<file path="config.mk">
export PLATFORM = sky130hd
export DESIGN_NAME = serdes_stream_cipher
export DESIGN_NICKNAME = d
export VERILOG_FILES = /design/src/rtl/serdes_pkg.sv /design/src/rtl/serdes_key_sched.sv /design/src/rtl/serdes_stream_cipher.sv
export SDC_FILE = /design/constraint.sdc
export NUM_CORES = 1
export LEC_CHECK = 0
export ABC_AREA = 1
export CAP_MARGIN = 20
export CORE_MARGIN = 4
export CORE_UTILIZATION = 40
export CTS_CLUSTER_SIZE = 16
export DETAILED_ROUTE_END_ITERATION = 8
export GPL_ROUTABILITY_DRIVEN = 1
export HOLD_SLACK_MARGIN = 0.08
export PLACE_DENSITY_LB_ADDON = 0.3
export SYNTH_ARGS = -nofsm -noshare
export SYNTH_HDL_FRONTEND = slang
export SYNTH_SLANG_ARGS = --single-unit
export TNS_END_PERCENT = 20
</file>
<file path="constraint.sdc">
create_clock -name clk -period 1.84 [get_ports clk]
set_input_delay 0.368 -clock clk [delete_from_list [all_inputs] [get_ports clk]]
set_output_delay 0.368 -clock clk [all_outputs]
set_load 0.1 [all_outputs]
</file>
<file path="src/rtl/serdes_pkg.sv">
// rtl/serdes_pkg.sv - shared state encoding, default sizes and majority vote for serdes_stream_cipher
package serdes_pkg;

  typedef enum logic [1:0] {
    IDLE    = 2'd0,
    SHIFT   = 2'd1,
    ENCRYPT = 2'd2,
    OUTPUT  = 2'd3
  } state_e;

  localparam int WORD_W_DEF = 8;
  localparam int KEY_W_DEF  = 128;

  function automatic logic majority3(input logic x, input logic y, input logic z);
    return (x & y) | (x & z) | (y & z);
  endfunction

endpackage

</file>
<file path="src/rtl/serdes_key_sched.sv">
// rtl/serdes_key_sched.sv - rotating key slice selector; one slice per frame, wraps after KEY_W/WORD_W frames
module serdes_key_sched #(
  parameter int WORD_W = 8,
  parameter int KEY_W  = 128
) (
  input  logic              clk_i,
  input  logic              clear_i,
  input  logic              advance_i,
  input  logic [KEY_W-1:0]  key_i,
  output logic [WORD_W-1:0] slice_o
);

  localparam int NSLICE = KEY_W / WORD_W;
  localparam int FI_W   = (NSLICE > 1) ? $clog2(NSLICE) : 1;

  logic [FI_W-1:0] frame_idx_q;
  logic [FI_W-1:0] frame_idx_d;

  always_comb begin
    frame_idx_d = frame_idx_q;
    if (clear_i) begin
      frame_idx_d = '0;
    end else if (advance_i) begin
      frame_idx_d = (frame_idx_q == FI_W'(NSLICE - 1)) ? '0 : frame_idx_q + FI_W'(1);
    end
  end

  always_ff @(posedge clk_i) begin
    frame_idx_q <= frame_idx_d;
  end

  assign slice_o = key_i[frame_idx_q*WORD_W +: WORD_W];

endmodule

</file>
<file path="src/rtl/serdes_stream_cipher.sv">
// rtl/serdes_stream_cipher.sv - two serial streams XORed with a rotating key slice, serialised MSB first
// Optional majority-vote output smoothing: SERDES_MAJ_FILTER_EN
module serdes_stream_cipher
  import serdes_pkg::*;
#(
  parameter int WORD_W = WORD_W_DEF,
  parameter int KEY_W  = KEY_W_DEF
) (
  input  logic             clk,
  input  logic             rst,
  input  logic [KEY_W-1:0] key,
  input  logic             start,
  input  logic             in_valid,
  input  logic             a_bit,
  input  logic             b_bit,
  output logic             in_ready,
  output logic             out_valid,
  output logic             out_bit,
  input  logic             out_ready,
  output logic             done,
  output logic             busy
);

  localparam int CW = $clog2(WORD_W + 1);

  state_e            state_q;
  logic [WORD_W-1:0] a_q;
  logic [WORD_W-1:0] b_q;
  logic [WORD_W-1:0] word_q;
  logic [CW-1:0]     bit_cnt_q;
  logic              done_q;
  logic [WORD_W-1:0] key_slice;
  logic              last_cnt;
  logic              out_xfer;
  logic              cur;

  assign cur      = word_q[WORD_W-1];
  assign last_cnt = (bit_cnt_q == CW'(WORD_W - 1));
  assign out_xfer = (state_q == OUTPUT) && out_ready;

  serdes_key_sched #(
    .WORD_W (WORD_W),
    .KEY_W  (KEY_W)
  ) u_key_sched (
    .clk_i     (clk),
    .clear_i   (rst),
    .advance_i (out_xfer && last_cnt),
    .key_i     (key),
    .slice_o   (key_slice)
  );

`ifdef SERDES_MAJ_FILTER_EN
  logic [1:0] h_q;

  always_ff @(posedge clk) begin
    if (rst) begin
      h_q <= '0;
    end else if (state_q == ENCRYPT) begin
      h_q <= '0;
    end else if (out_xfer) begin
      h_q <= {h_q[0], cur};
    end
  end

  assign out_bit = majority3(cur, h_q[0], h_q[1]);
`else
  assign out_bit = cur;
`endif

  always_ff @(posedge clk) begin
    if (rst) begin
      state_q   <= IDLE;
      a_q       <= '0;
      b_q       <= '0;
      word_q    <= '0;
      bit_cnt_q <= '0;
      done_q    <= 1'b0;
    end else begin
      done_q <= 1'b0;
      case (state_q)
        IDLE: begin
          if (start) begin
            state_q   <= SHIFT;
            bit_cnt_q <= '0;
            a_q       <= '0;
            b_q       <= '0;
          end
        end
        SHIFT: begin
          if (in_valid) begin
            a_q       <= {a_q[WORD_W-2:0], a_bit};
            b_q       <= {b_q[WORD_W-2:0], b_bit};
            bit_cnt_q <= bit_cnt_q + CW'(1);
            if (last_cnt) begin
              state_q <= ENCRYPT;
            end
          end
        end
        ENCRYPT: begin
          word_q    <= a_q ^ b_q ^ key_slice;
          bit_cnt_q <= '0;
          state_q   <= OUTPUT;
        end
        OUTPUT: begin
          // out_bit must stay frozen while the sink stalls, so word only moves on a transfer
          if (out_ready) begin
            word_q    <= {word_q[WORD_W-2:0], 1'b0};
            bit_cnt_q <= bit_cnt_q + CW'(1);
            if (last_cnt) begin
              state_q <= IDLE;
              done_q  <= 1'b1;
            end
          end
        end
        default: state_q <= IDLE;
      endcase
    end
  end

  assign in_ready  = (state_q == SHIFT);
  assign out_valid = (state_q == OUTPUT);
  assign busy      = (state_q != IDLE);
  assign done      = done_q;

endmodule

</file>
==> results of run 1 <==
-- power by group through the flow --
stage	clock network (W)	registers [W]	logic, W
after floorplan	0	0.000973	0.000896
final	0.000529	0.000933	0.00156
after CTS	0.000550	0.000935	0.00157
after global placement	0	0.000946	0.00153
after detailed placement	0	0.000951	0.00157
after global routing	0.000593	0.000949	0.00171
-- worst min path at each step --
| stage | start | end | slack (ns) | cells past startpoint |
|---|---|---|---|---|
| floorplan | word_q[1] | word_q[1] | 0.45 | 2 |
| global placement | word_q[6] | word_q[6] | 0.45 | 2 |
| detailed placement | word_q[3] | word_q[3] | 0.46 | 2 |
| CTS | word_q[6] | word_q[6] | 0.48 | 2 |
| global route | word_q[4] | word_q[4] | 0.50 | 2 |
| finish | word_q[4] | word_q[4] | 0.47 | 2 |
-- synth_stat cells --
master    number  area share, %
clkinv_1       3           0.33
or2_2          2           0.36
buf_4          7            1.5
nor2_2         1           0.18
o21ai_0        8            1.2
a211oi_1       1           0.22
dfxtp_1       35             20
a21oi_1       15            2.2
inv_2          1           0.11
a21oi_2        1           0.25
nand3_1       94             14
nand4_1        1           0.18
nor3_1         5           0.73
ha_1           8            2.9
buf_2         10            1.5
o211a_1        1           0.29
o22ai_1       14            2.5
buf_6          2           0.66
clkbuf_1       9           0.98
inv_1        160             17
nor2_1        54            5.9
nand2_1      205             22
xnor2_1        2           0.51
buf_1          1           0.11
xor2_1         8            2.0
o211ai_1       1           0.22
o21ai_1        8            1.2
-- final cells by class --
class                           instances  area share (%)
Clock buffer                            6           1.405
Tap cell                              105           2.544
Clock inverter                          2          0.2423
Timing Repair Buffer                  153           31.16
Sequential cell                        35           13.69
Inverter                              164           12.09
Multi-Input combinational cell        429           38.87
-- routing by layer --
metal | GRT usage, % | part of all wire, % | vias up
met5 | 0 | 0 | -
met4 | 3.938 | 0.96 | 0
met3 | 3.945 | 9.1 | 10
met2 | 36.20 | 46 | 139
met1 | 29.23 | 44 | 1863
li1 | - | - | 2223
-- per-stage QoR --
step	area (sq um)	std cells	TNS [ns]
after floorplan	3511	657	-1.455
after global routing	5164	894	0
after global placement	5076	886	0
after detailed placement	5076	886	0
after CTS	5161	894	0
final	5164	894	0
-- worst max-delay path: cells and delay by family (launching register included) --
family / cells / cell delay [ns]
flip-flops: 1 / 0.37
buffers and inverters: 4 / 0.48
adder cells (fa/ha/maj): 1 / 0.14
-- timing repair --
item,4_1_cts,5_1_grt
endpoints found under the hold margin,0,0
endpoints found under the setup margin,0,1
gates resized for setup,0,1
-- state kept, by name (all words and copies together) (netlist names) --
name,cells
a_q,8
b_q,8
bit_cnt_q,4
done,1
state_q,2
u_key_sched.frame_idx_q,4
word_q,8
-- logic make-up (layout without fill, tap and decap cells) --
logic type / Yosys count / after routing / share of synthesized area [%]
simple gates: 362 / 362 / 43.44
buf+inv: 193 / 325 / 22.65
compound gates: 49 / 49 / 8.048
flops: 35 / 35 / 20.39
xor+xnor: 10 / 10 / 2.549
fa+ha+maj: 8 / 8 / 2.913
==> results_dict.tcl, run 1 <==
set metrics [dict create \
    finalWorstSetupSlack_ns 0.1907 \
    start_util_pct 41.40 \
    seqPwrFrac_pct 30.8 \
    hold_ws_ns 0.4687 \
    ys_types 27 \
    avgViaCountPerCell 4.737 \
    period_share_pct 89.64 \
    endpoint_kind "output port" \
    dieArea_sq_um 10140 \
    drt-initial-drc-count 183 \
    fin_crit_ns 1.649 \
    hp-class "reg -> reg" \
    p_leak_nw 2.614 \
    port_buffers 139 \
    slowest_stage "dfxtp_4" \
    p_int_w 0.001858 \
    antenna_found_initial 0 \
    power_frac_comb_pct 51.7 \
    swShare_pct 38.61 \
    critical_path.cell_chain "inv_4, ha_4, clkinvlp_4, buf_4, buf_12" \
    multi_input_area_sq_um 2007 \
    vias 4235 \
    die_w_um 100.7 \
    cts_hold_buf 0 \
    syn_nets 800 \
    crit_fanout 5 \
    area_delta_synth_final_pct 50.29 \
    drv_cap 0 \
    slew_violations 0 \
    syn_area_per_cell_sq_um 5.230 \
    grt_pass1_vias 3918 \
    post-route-util_pct 62.22 \
    clkPwrFrac_pct 17.5 \
    netlist_area_sq_um 3436 \
    cp.required_ns 1.47 \
    critical_path_class "reg -> out" \
    grt_pass1_wl_mm 18.22 \
    postCtsSetupRepairBufs 0 \
    wl_per_cell_um 12.45 \
    grt_max_degree 36 \
    clk_pin_slew_ns 0.07 \
    timing.rr.end "u_key_sched.frame_idx_q[3]" \
    ys_ff_latch 35 \
    crit_start "state_q[0]" \
    skew_ns 0.006473 \
    dp_slack_ns 0.05575 \
    seq_area_frac_synth_pct 20.39 \
    fillCellCount 798 \
    grt_overflow 0 \
    ff2ff_path_depth 8 \
    start_kind "register" \
    fmax_mhz 606.3 \
    hpwl_mm 8.796 \
    ant_nets 0 \
    synth_warnings 0 \
    rr_startpoint "bit_cnt_q[0]" \
    r2r_slack_ns 0.21 \
    status "complete, no violations" \
    antenna_cells 0 \
    syn_inst 657 \
    cts_made_buffers 5 \
    final_common_cell "nand2_1" \
    most-common-layout-cells "nand2_1, inv_1, clkdlybuf4s50_1" \
    rsz0062_at_grt "false" \
    worstSkewPairLatency_ns 0.28 \
    worstSetupEndpoint "busy" \
    drive_gt1_share_pct 5.577 \
    gp_congestion 0.8634 \
    clk_path_buf_depth 2 \
    regArea_sq_um 706.9 \
    setup_viol_count_final 0 \
    drc 0 \
    io_pins 140 \
    hold_viol 0 \
    slew-limit-headroom_pct 75.09 \
    p_per_area_nw_per_um2 586.0 \
    grt_util_all_layers_pct 21.63 \
    cts_sinks 35 \
    total_power_w 0.003026 \
    switchingPower_w 0.001168 \
    die_h_um 100.7 \
    core_area_sq_um 8299 \
    postRouteWirelength_mm 11.13 \
    dr.pass1.iters 5 \
    cts_htree_levels 2 \
    nets 931 \
    placementRows 33 \
    worstMarginPinSlew_ns 0.3737 \
    cts_tree "done" \
    cpPeakStageDelay_ns 0.37 \
    cts-root-buf "clkbuf_8" \
    irDropWorstVdd_mv 1.227 \
    worstPathArrival_ns 1.28 \
]
No activity file was read; power rests on OpenSTA's default activity.
==> run 2, diff against run 1 <==
- CORE_MARGIN: 4 -> default
- CTS_BUF_LIST: default -> sky130_fd_sc_hd__clkbuf_4 sky130_fd_sc_hd__clkbuf_8 sky130_fd_sc_hd__clkbuf_16
==> run 2 against run 1 <==
Critical path depth rose by 6. Flip-flop and latch count unchanged. Hold slack worse by 0.0011 ns. Sequential power hardly changed. Clock skew increased by 0.0022 ns. Setup slack worse by 0.056 ns. Sequential share of layout area is 0.079 points lower. Combinational power is essentially flat. Via count increased by 0.61%. Largest power group unchanged.
==> results_dict.tcl, run 2 (same netlist as run 1, synthesis figures left out) <==
set metrics [dict create \
    io_pins 140 \
    timing.rr.end "bit_cnt_q[3]" \
    grt_max_degree 45 \
    endpoint_kind "register" \
    irDropWorstVdd_mv 1.272 \
    slew_violations 0 \
    rr_startpoint "state_q[1]" \
    regArea_sq_um 706.9 \
    setup_viol_count_final 0 \
    worstHoldStart "word_q[6]" \
    hold_ws_ns 0.4676 \
    cts_made_buffers 5 \
    cts_tree "done" \
    die_h_um 94.68 \
    p_leak_nw 2.636 \
    finalWorstSetupSlack_ns 0.1347 \
    grt_pass1_vias 3928 \
    dieArea_sq_um 8964 \
    drv_cap 0 \
    rsz0062_at_grt "false" \
    antenna_cells 0 \
    final_cells 894 \
    grt_overflow 0 \
    drc 0 \
    hpwl_mm 8.465 \
    critical_path_class "reg -> reg" \
    reg.largest.list "a_q: 8 flops, b_q: 8 flops, word_q: 8 flops" \
    fin_crit_ns 1.705 \
    worstMarginPinSlew_ns 0.3962 \
    dr.pass1.iters 4 \
    r2r_slack_ns 0.13 \
    die_w_um 94.68 \
    whs_endpoint "word_q[6]" \
    postCtsSetupRepairBufs 0 \
    cts_sinks 35 \
    crit_fanout 5 \
    start_kind "register" \
    period_share_pct 92.68 \
    port_buffers 139 \
    worstPathArrival_ns 1.88 \
    cp.required_ns 2.01 \
    multi_input_area_sq_um 2009 \
    grt_util_all_layers_pct 24.83 \
    gp_congestion 0.8883 \
    status "complete, no violations" \
    clk_pin_slew_ns 0.07 \
    ff2ff_path_depth 11 \
    wl_per_cell_um 12.30 \
    nets 931 \
    hp-class "reg -> reg" \
    slew-limit-headroom_pct 73.56 \
    core_area_sq_um 8258 \
    drt-initial-drc-count 152 \
    cts_htree_levels 2 \
    avgViaCountPerCell 4.766 \
    skew_ns 0.008625 \
    worstSkewPairLatency_ns 0.29 \
    hold_viol 0 \
    most-common-layout-cells "nand2_1, inv_1, clkdlybuf4s50_1" \
    dp_slack_ns -0.05132 \
    fillCellCount 777 \
    dp.cells 886 \
    fmax_mhz 586.4 \
    cts-root-buf "clkbuf_8" \
    clk_path_buf_depth 2 \
    ant_nets 0 \
    cts_hold_buf 0 \
    postRouteWirelength_mm 11.00 \
    start_util_pct 41.61 \
    whs_path_depth 2 \
    p_per_area_nw_per_um2 613.7 \
    area_delta_synth_final_pct 51.17 \
    grt_pass1_wl_mm 17.68 \
    antenna_found_initial 0 \
    vias 4261 \
    final_common_cell "nand2_1" \
    drive_gt1_share_pct 5.830 \
    cts-resized-gates 0 \
    placementRows 33 \
]
==> run 2: worst max-delay path by stage <==
stage          startpoint            to  slack [ns]  cells after the start
2_1_floorplan  state_q[0]     word_q[3]       -0.09                      9
3_3_place_gp        start  bit_cnt_q[3]        0.07                      9
3_5_place_dp        start  bit_cnt_q[3]       -0.05                      9
4_1_cts        state_q[1]  bit_cnt_q[3]        0.05                     11
5_1_grt        state_q[1]  bit_cnt_q[3]        0.06                     11
6_report       state_q[1]  bit_cnt_q[3]        0.13                     11
==> run 2: metrics by stage <==
step	TNS, ns	cell area (sq um)	power, W	util, %
final	0	5194	0.003187	62.89
after global routing	0	5194	0.003376	62.89
after global placement	0	5076	0.002476	61.47
after detailed placement	-0.05132	5076	0.002504	61.47
after CTS	0	5189	0.003196	62.83
after floorplan	-1.455	3511	0.001869	-
==> run 2: cell type report <==
| type | instances | share of cell area, % |
|---|---|---|
| inverters | 164 | 12.02 |
| flip-flops and latches | 35 | 13.61 |
| clock inverters | 1 | 0.09636 |
| multi-input cells | 429 | 38.69 |
| clock buffers | 7 | 2.072 |
| repair buffers | 153 | 30.98 |
| well taps | 105 | 2.530 |
==> run 2: power by group <==
| group | switching, W | internal [W] |
|---|---|---|
| Sequential | 0.0000805 | 0.000853 |
| Clock | 0.000290 | 0.000384 |
| Combinational | 0.000837 | 0.000743 |
==> run 2: per-layer routing <==
layer	up-vias	share of wire (%)	wire length [um]	global-route usage, %
li1	2217	-	-	-
met1	1874	42	4608	30.25
met2	156	48	5244	44.30
met3	14	8.9	978	3.543
met4	0	1.5	167	8.333
met5	-	0	0	0
==> run 2: critical path, cell delays in order (launching register included) <==
cell and delay (ns):
dfxtp_2 0.38, inv_4 0.07, ha_4 0.16, clkinvlp_4 0.07, nor2_2 0.04, inv_1 0.09, o21ai_2 0.09, nor2_2 0.19
inv_1 0.11, nor2_1 0.13, xnor2_1 0.16, nor2_1 0.07
==> edit 1 (flow settings as in run 1) <==
The option `SERDES_MAJ_FILTER_EN` is turned on by a define.
--- a/src/rtl/serdes_stream_cipher.sv
+++ b/src/rtl/serdes_stream_cipher.sv
@@ -1,5 +1,7 @@
 // rtl/serdes_stream_cipher.sv - two serial streams XORed with a rotating key slice, serialised MSB first
 // Optional majority-vote output smoothing: SERDES_MAJ_FILTER_EN
+`define SERDES_MAJ_FILTER_EN
+
 module serdes_stream_cipher
   import serdes_pkg::*;
 #(
Check against the original RTL: same outputs for any inputs over 10 cycles, from zero or initial values and one cycle with rst high; that may be too few to reach the edited logic, so the function may still have changed.
==> edit 1 against run 1 <==
  * Sequential cell count grew 2
  * Cell area grew 1.4%
  * Total power grew 2.0%
  * Synthesized area grew 2.1%
  * Routed wire length grew 3.7%
  * Clock skew is essentially flat
  * First-iteration DRC count grew 33%
  * Worst setup slack lost 0.084 ns
  * Sequential share of layout area grew 0.57 points
==> edit 1: results (changes against run 1) <==
Run status
  – Status: finished, final reports clean

Clock network
  – Root buffer selected by CTS: clkbuf_8
  – Clock-pin slew of the registers on the worst-case setup and hold paths: roughly 0.08 ns
  – CTS buffer count: 5 (unchanged)
  – H-tree depth: 2 (unchanged)
  – Clock Latency Late Sink: 0.30 ns (+0.02 ns)
  – Clk buf depth: 2 (unchanged)

Layout
  – Regs by FF count: a_q (8), b_q (8), word_q (8)
  – # nets final: 939 (+0.86%)
  – Layout cells sized above 1: 0.05521 (-0.0005598)
  – Ant. Diodes: 0 (unchanged)

Critical path
  – CP max FO: 18 (+13)

Synth
  – Compound-Gate Fraction of Synth Area: 0.08595 (+0.005468)
  – Synth top area cells: nand2_1 22%, dfxtp_1 21%, inv_1 17%
  – Synth warn: 0 (unchanged)
  – Mux cell area share after synthesis: 0 (unchanged)
  – Post-Synth XOR/XNOR Area: 0.02247 (-0.003024)
  – Commonest cells post-synth: 205 x nand2_1, 163 x inv_1, 95 x nand3_1, 57 x nor2_1, 37 x dfxtp_1
  – Yosys cell types: 26 (-3.7%)
  – Syn_area_per_cell: 5.236 um2 (+0.13%)
  – Sequential-to-total area share from yosys stat: 0.2111 (+0.007194)
  – Post-Synth Adder-Cell Area: 0.03138 (+0.002250)
  – Post-Syn Nets: 813 (+1.6%)
  – Post-synth ARST share: 0 (unchanged)
  – Top_reg_cell synth: dfxtp_1

Placed design
  – DP Area: 5120 um2 (+0.86%)
  – DP Cell Count: 894 (+0.90%)
  – Setup Slack @ Placement: -0.02937 ns (-0.08512 ns)
  – # port buffers: 139 (unchanged)
  – Placer Congestion: 0.8879 (+2.8%)
  – DP Wirelength: 9190 um (+4.5%)

Route
  – Router iterations before antenna repair: 5 (unchanged)
  – Initial DRC count: 244 (+33%)
  – DR WL/cell: 12.79 um (+2.8%)
  – Drt total wl: 11,540 um (+3.7%)
  – DRC violations left: 0 (unchanged)
  – Via count: 4,284 (+1.2%)

Global routing
  – Global-route wire length before repair: 18,560 um (+1.9%)
  – Largest net degree at the start of global routing: 40 (+11%)
  – Gr usage total: 0.2200 (+0.003646)
  – Antenna violations before repair: 0 (unchanged)
  – Vias in the first global route: 4,041 (+3.1%)

Pwr
  – Static Leak: 2.640 nW (+1.0%)
  – Peak supply drop: 986.5 uV (-20%)

Timing
  – Worst slew margin: 0.6834 (-0.06754)
  – Worst clock skew: 0.006734 ns (+0.0002605 ns)

Min path
  – Worst min path class: reg -> reg
[edit 1: changes by cell type in the layout (fill, tap and decap cells not counted), sizes merged]
cell    before  now
a21oi       16   17
buf         19   15
clkinv       4    3
dfxtp       35   37
inv        160  163
maj3         0    1
nand3       94   95
nand4        1    0
nor2        55   57
nor3b        0    1
o21ai       16   20
xor2         8    7
[edit 1: cell families after synthesis]
kind of cell	after synthesis
AO/OA/AOI/OAI	54
XOR/XNOR	9
adder cells (fa/ha/maj)	9
buffers and inverters	196
flip-flops	37
AND/OR/NAND/NOR	365
[edit 1: final cells by class]
cell class	count	area (um2)
clock inverter	2	16.27
tap	105	131.4
timing repair buffer	149	1554
clock buffer	6	93.84
inverter	166	631.9
sequential	37	747.0
fill	804	3144
multi-input combinational	437	2063
[edit 1: worst paths after layout]
path                                start                     end  slack, ns  cells after the start
setup / recovery  state_q[0]$_SDFFE_PP0P_     a_q[1]$_SDFFE_PP0P_       0.11                     10
hold / removal     word_q[6]$_SDFFE_PP0P_  word_q[6]$_SDFFE_PP0P_       0.47                      2
setup reg to reg  state_q[0]$_SDFFE_PP0P_     a_q[1]$_SDFFE_PP0P_       0.11                     10
hold reg to reg    word_q[6]$_SDFFE_PP0P_  word_q[6]$_SDFFE_PP0P_       0.47                      2
[edit 1: critical path, cell delays in order, from the launching register on]
cell and delay (ns):
dfxtp_4 0.40, inv_4 0.06, ha_4 0.15, clkinvlp_4 0.13, nor2_2 0.07, inv_2 0.08
o21ai_4 0.07, a21oi_4 0.39, o22ai_1 0.15, inv_1 0.08, nor2_1 0.04
[edit 1: timing repair]
action                                  in CTS  in global routing
buffers inserted                             0                  0
resized for setup                            0                  4
hold buffers                                 0                  0
endpoints found under the setup margin       0                 10
[edit 1: report_power, final]
group	leakage [nW]	internal, mW	total [mW]	switching (mW)
Sequential	0.301	0.901	0.982	0.0814
Clock	0.0525	0.351	0.663	0.312
Combinational	2.29	0.645	1.44	0.797
Total	2.64	1.90	3.09	1.19
[edit 1: routing by layer]
metal / share of wire / global-route usage / vias to the layer above
met5: 0 / 0 / -
met4: 0.017 / 0.05419 / 0
met3: 0.073 / 0.03650 / 17
met2: 0.47 / 0.3898 / 131
met1: 0.44 / 0.2768 / 1886
li1: - / - / 2250
==> edit 2 (config.mk and constraints of run 1) <==
Without the edit above. The 4 states of `state_e` get a one-hot encoding in 4 bits.
--- a/src/rtl/serdes_pkg.sv
+++ b/src/rtl/serdes_pkg.sv
@@ -1,11 +1,11 @@
 // rtl/serdes_pkg.sv - shared state encoding, default sizes and majority vote for serdes_stream_cipher
 package serdes_pkg;
 
-  typedef enum logic [1:0] {
-    IDLE    = 2'd0,
-    SHIFT   = 2'd1,
-    ENCRYPT = 2'd2,
-    OUTPUT  = 2'd3
+  typedef enum logic [3:0] {
+    IDLE    = 4'b0001,
+    SHIFT   = 4'b0010,
+    ENCRYPT = 4'b0100,
+    OUTPUT  = 4'b1000
   } state_e;
 
   localparam int WORD_W_DEF = 8;
Check against the original RTL: no difference found for any inputs over 10 cycles, from zero or initial values and one cycle with rst high; not proved beyond that.
==> edit 2 against run 1 <==
  * Routed wire length up 4.6%
  * Worst setup slack worse by 0.097 ns
  * Global-route usage up 0.61 points
  * Sequential cell count up 2
  * First-iteration DRC count up 27%
  * Synthesized area up 2.2%
  * Total power up 2.8%
  * Sequential power down 4.4%
  * Core utilization up 0.15 points
  * Cell area up 1.2%
  * Clock skew down 0.0022 ns
  * Cell count down 0.56%
  * Non-clock buffer count unchanged
==> edit 2: results (changes against run 1) <==
Run status
  – Status: finished, final reports clean

Layout
  – Multi-In Gates: 444 (+3.5%)
  – Layout fillers: 803 (+0.63%)
  – Data buffer area share: 0.3030 (-0.008590)
  – Area of the multi-input gates: 2096 um2 (+4.4%)
  – # nets final: 920 (-1.2%)
  – Clock-cell share of area: 0.02561 (+0.009133)
  – Sequential share of cell area: 0.1424 (+0.005509)

Synth
  – Post-Synth XOR/XNOR Area: 0.02245 (-0.003040)
  – Post-Synth Adder-Cell Area: 0.007128 (-0.02201)
  – Commonest cells post-synth: 224 x nand2_1, 135 x inv_1, 109 x nand3_1, 37 x dfxtp_1, 31 x a21oi_1
  – Yosys cell types: 32 (+19%)
  – Syn_area_per_cell: 5.377 um2 (+2.8%)
  – Compound-Gate Fraction of Synth Area: 0.08197 (+0.001487)
  – Synth top area cells: nand2_1 24%, dfxtp_1 21%, nand3_1 16%
  – Sequential-to-total area share from yosys stat: 0.2110 (+0.007043)

Global routing
  – Vias in the first global route: 4,116 (+5.1%)
  – Largest net degree at the start of global routing: 45 (+25%)
  – GR met2 Demand/Resource: 0.3838 (+0.02178)
  – Met3 usage: 0.04339 (+0.003942)
  – Grt met1 use: 0.2813 (-0.01106)

Route
  – Met2 wire length: 5555 um (+8.2%)
  – Post-Route M1 WL: 4913 um (+0.82%)
  – Via count: 4,273 (+0.90%)
  – Initial DRC count: 233 (+27%)
  – Drt total wl: 11,640 um (+4.6%)
  – Vias per cell: 4.807 (+1.5%)
  – DR WL met3: 931 um (-8.3%)

Min path
  – Worst Min Path Start: word_q[3]$_SDFFE_PP0P_
  – Endpoint, Worst Hold: word_q[3]$_SDFFE_PP0P_

Critical path
  – Reg2reg setup slack: 0.13 ns (-0.08 ns)
  – CP max FO: 3 (-2)
  – CP max-delay cell: dfxtp_1
  – Register-to-Register Path Depth: 9 (+1)
  – R2R Path End: a_q[7]$_SDFFE_PP0P_
  – CP arrival: 1.38 ns (+0.10 ns)
  – Reg-to-Reg Start: state_q[2]$_SDFFE_PP0P_

Pwr
  – Peak supply drop: 1323 uV (+7.8%)
  – Static Leak: 2.652 nW (+1.5%)

Placed design
  – DP Cell Count: 881 (-0.56%)
  – DP Wirelength: 8901 um (+1.2%)

Timing
  – Worst clock skew: 0.004295 ns (-0.002179 ns)
## edit 2: changes by cell type in the layout (fill, tap and decap cells not counted), sizes merged, moves of 2 or more
cell             run 1  this run
nor2                55        29
nand2              205       230
inv                160       139
nand3               94       111
a21oi               16        31
o22ai               14         0
ha                   8         2
o21ai               16        22
bufinv               0         2
clkinvlp             2         0
dfxtp               35        37
## edit 2: what timing repair did
action | CTS | global route
resized for setup | 0 | 3
buffers inserted | 0 | 0
hold buffers | 0 | 0
setup endpoints to repair | 0 | 15
## edit 2: worst min-delay path, stage by stage (launching register included)
cell	delay, ns
dfxtp_1	0.31
nand2_1	0.06
a21oi_1	0.06
## edit 2: worst max path at each step
| stage | slack, ns | end |
|---|---|---|
| floorplan | -0.04 | bit_cnt_q[3]$_SDFFE_PP0P_ |
| global placement | 0.15 | word_q[5]$_SDFFE_PP0P_ |
| finish | 0.09 | in_ready |
| CTS | 0.01 | in_ready |
| global route | -0.02 | a_q[7]$_SDFFE_PP0P_ |
| detailed placement | 0.11 | u_key_sched.frame_idx_q[3]$_SDFFE_PP0P_ |
## edit 2: per-stage QoR
| step | hold slack [ns] | area [um2] | worst slack [ns] | utilization | setup TNS (ns) |
|---|---|---|---|---|---|
| after CTS | 0.4653 | 5213 | 0.01099 | 0.6219 | 0 |
| after floorplan | 0.4422 | 3527 | -0.04177 | - | -0.09249 |
| after global placement | 0.4489 | 5079 | 0.1508 | 0.6059 | 0 |
| final | 0.4653 | 5228 | 0.09378 | 0.6237 | 0 |
| after detailed placement | 0.4537 | 5079 | 0.1070 | 0.6059 | 0 |
| after global routing | 0.4981 | 5228 | -0.02262 | 0.6237 | -0.02262 |
## edit 2: report_power, final
part | switching [mW] | internal, mW
registers | 0.0479 | 0.844
clock network | 0.302 | 0.539
logic | 0.778 | 0.599
total | 1.13 | 1.98
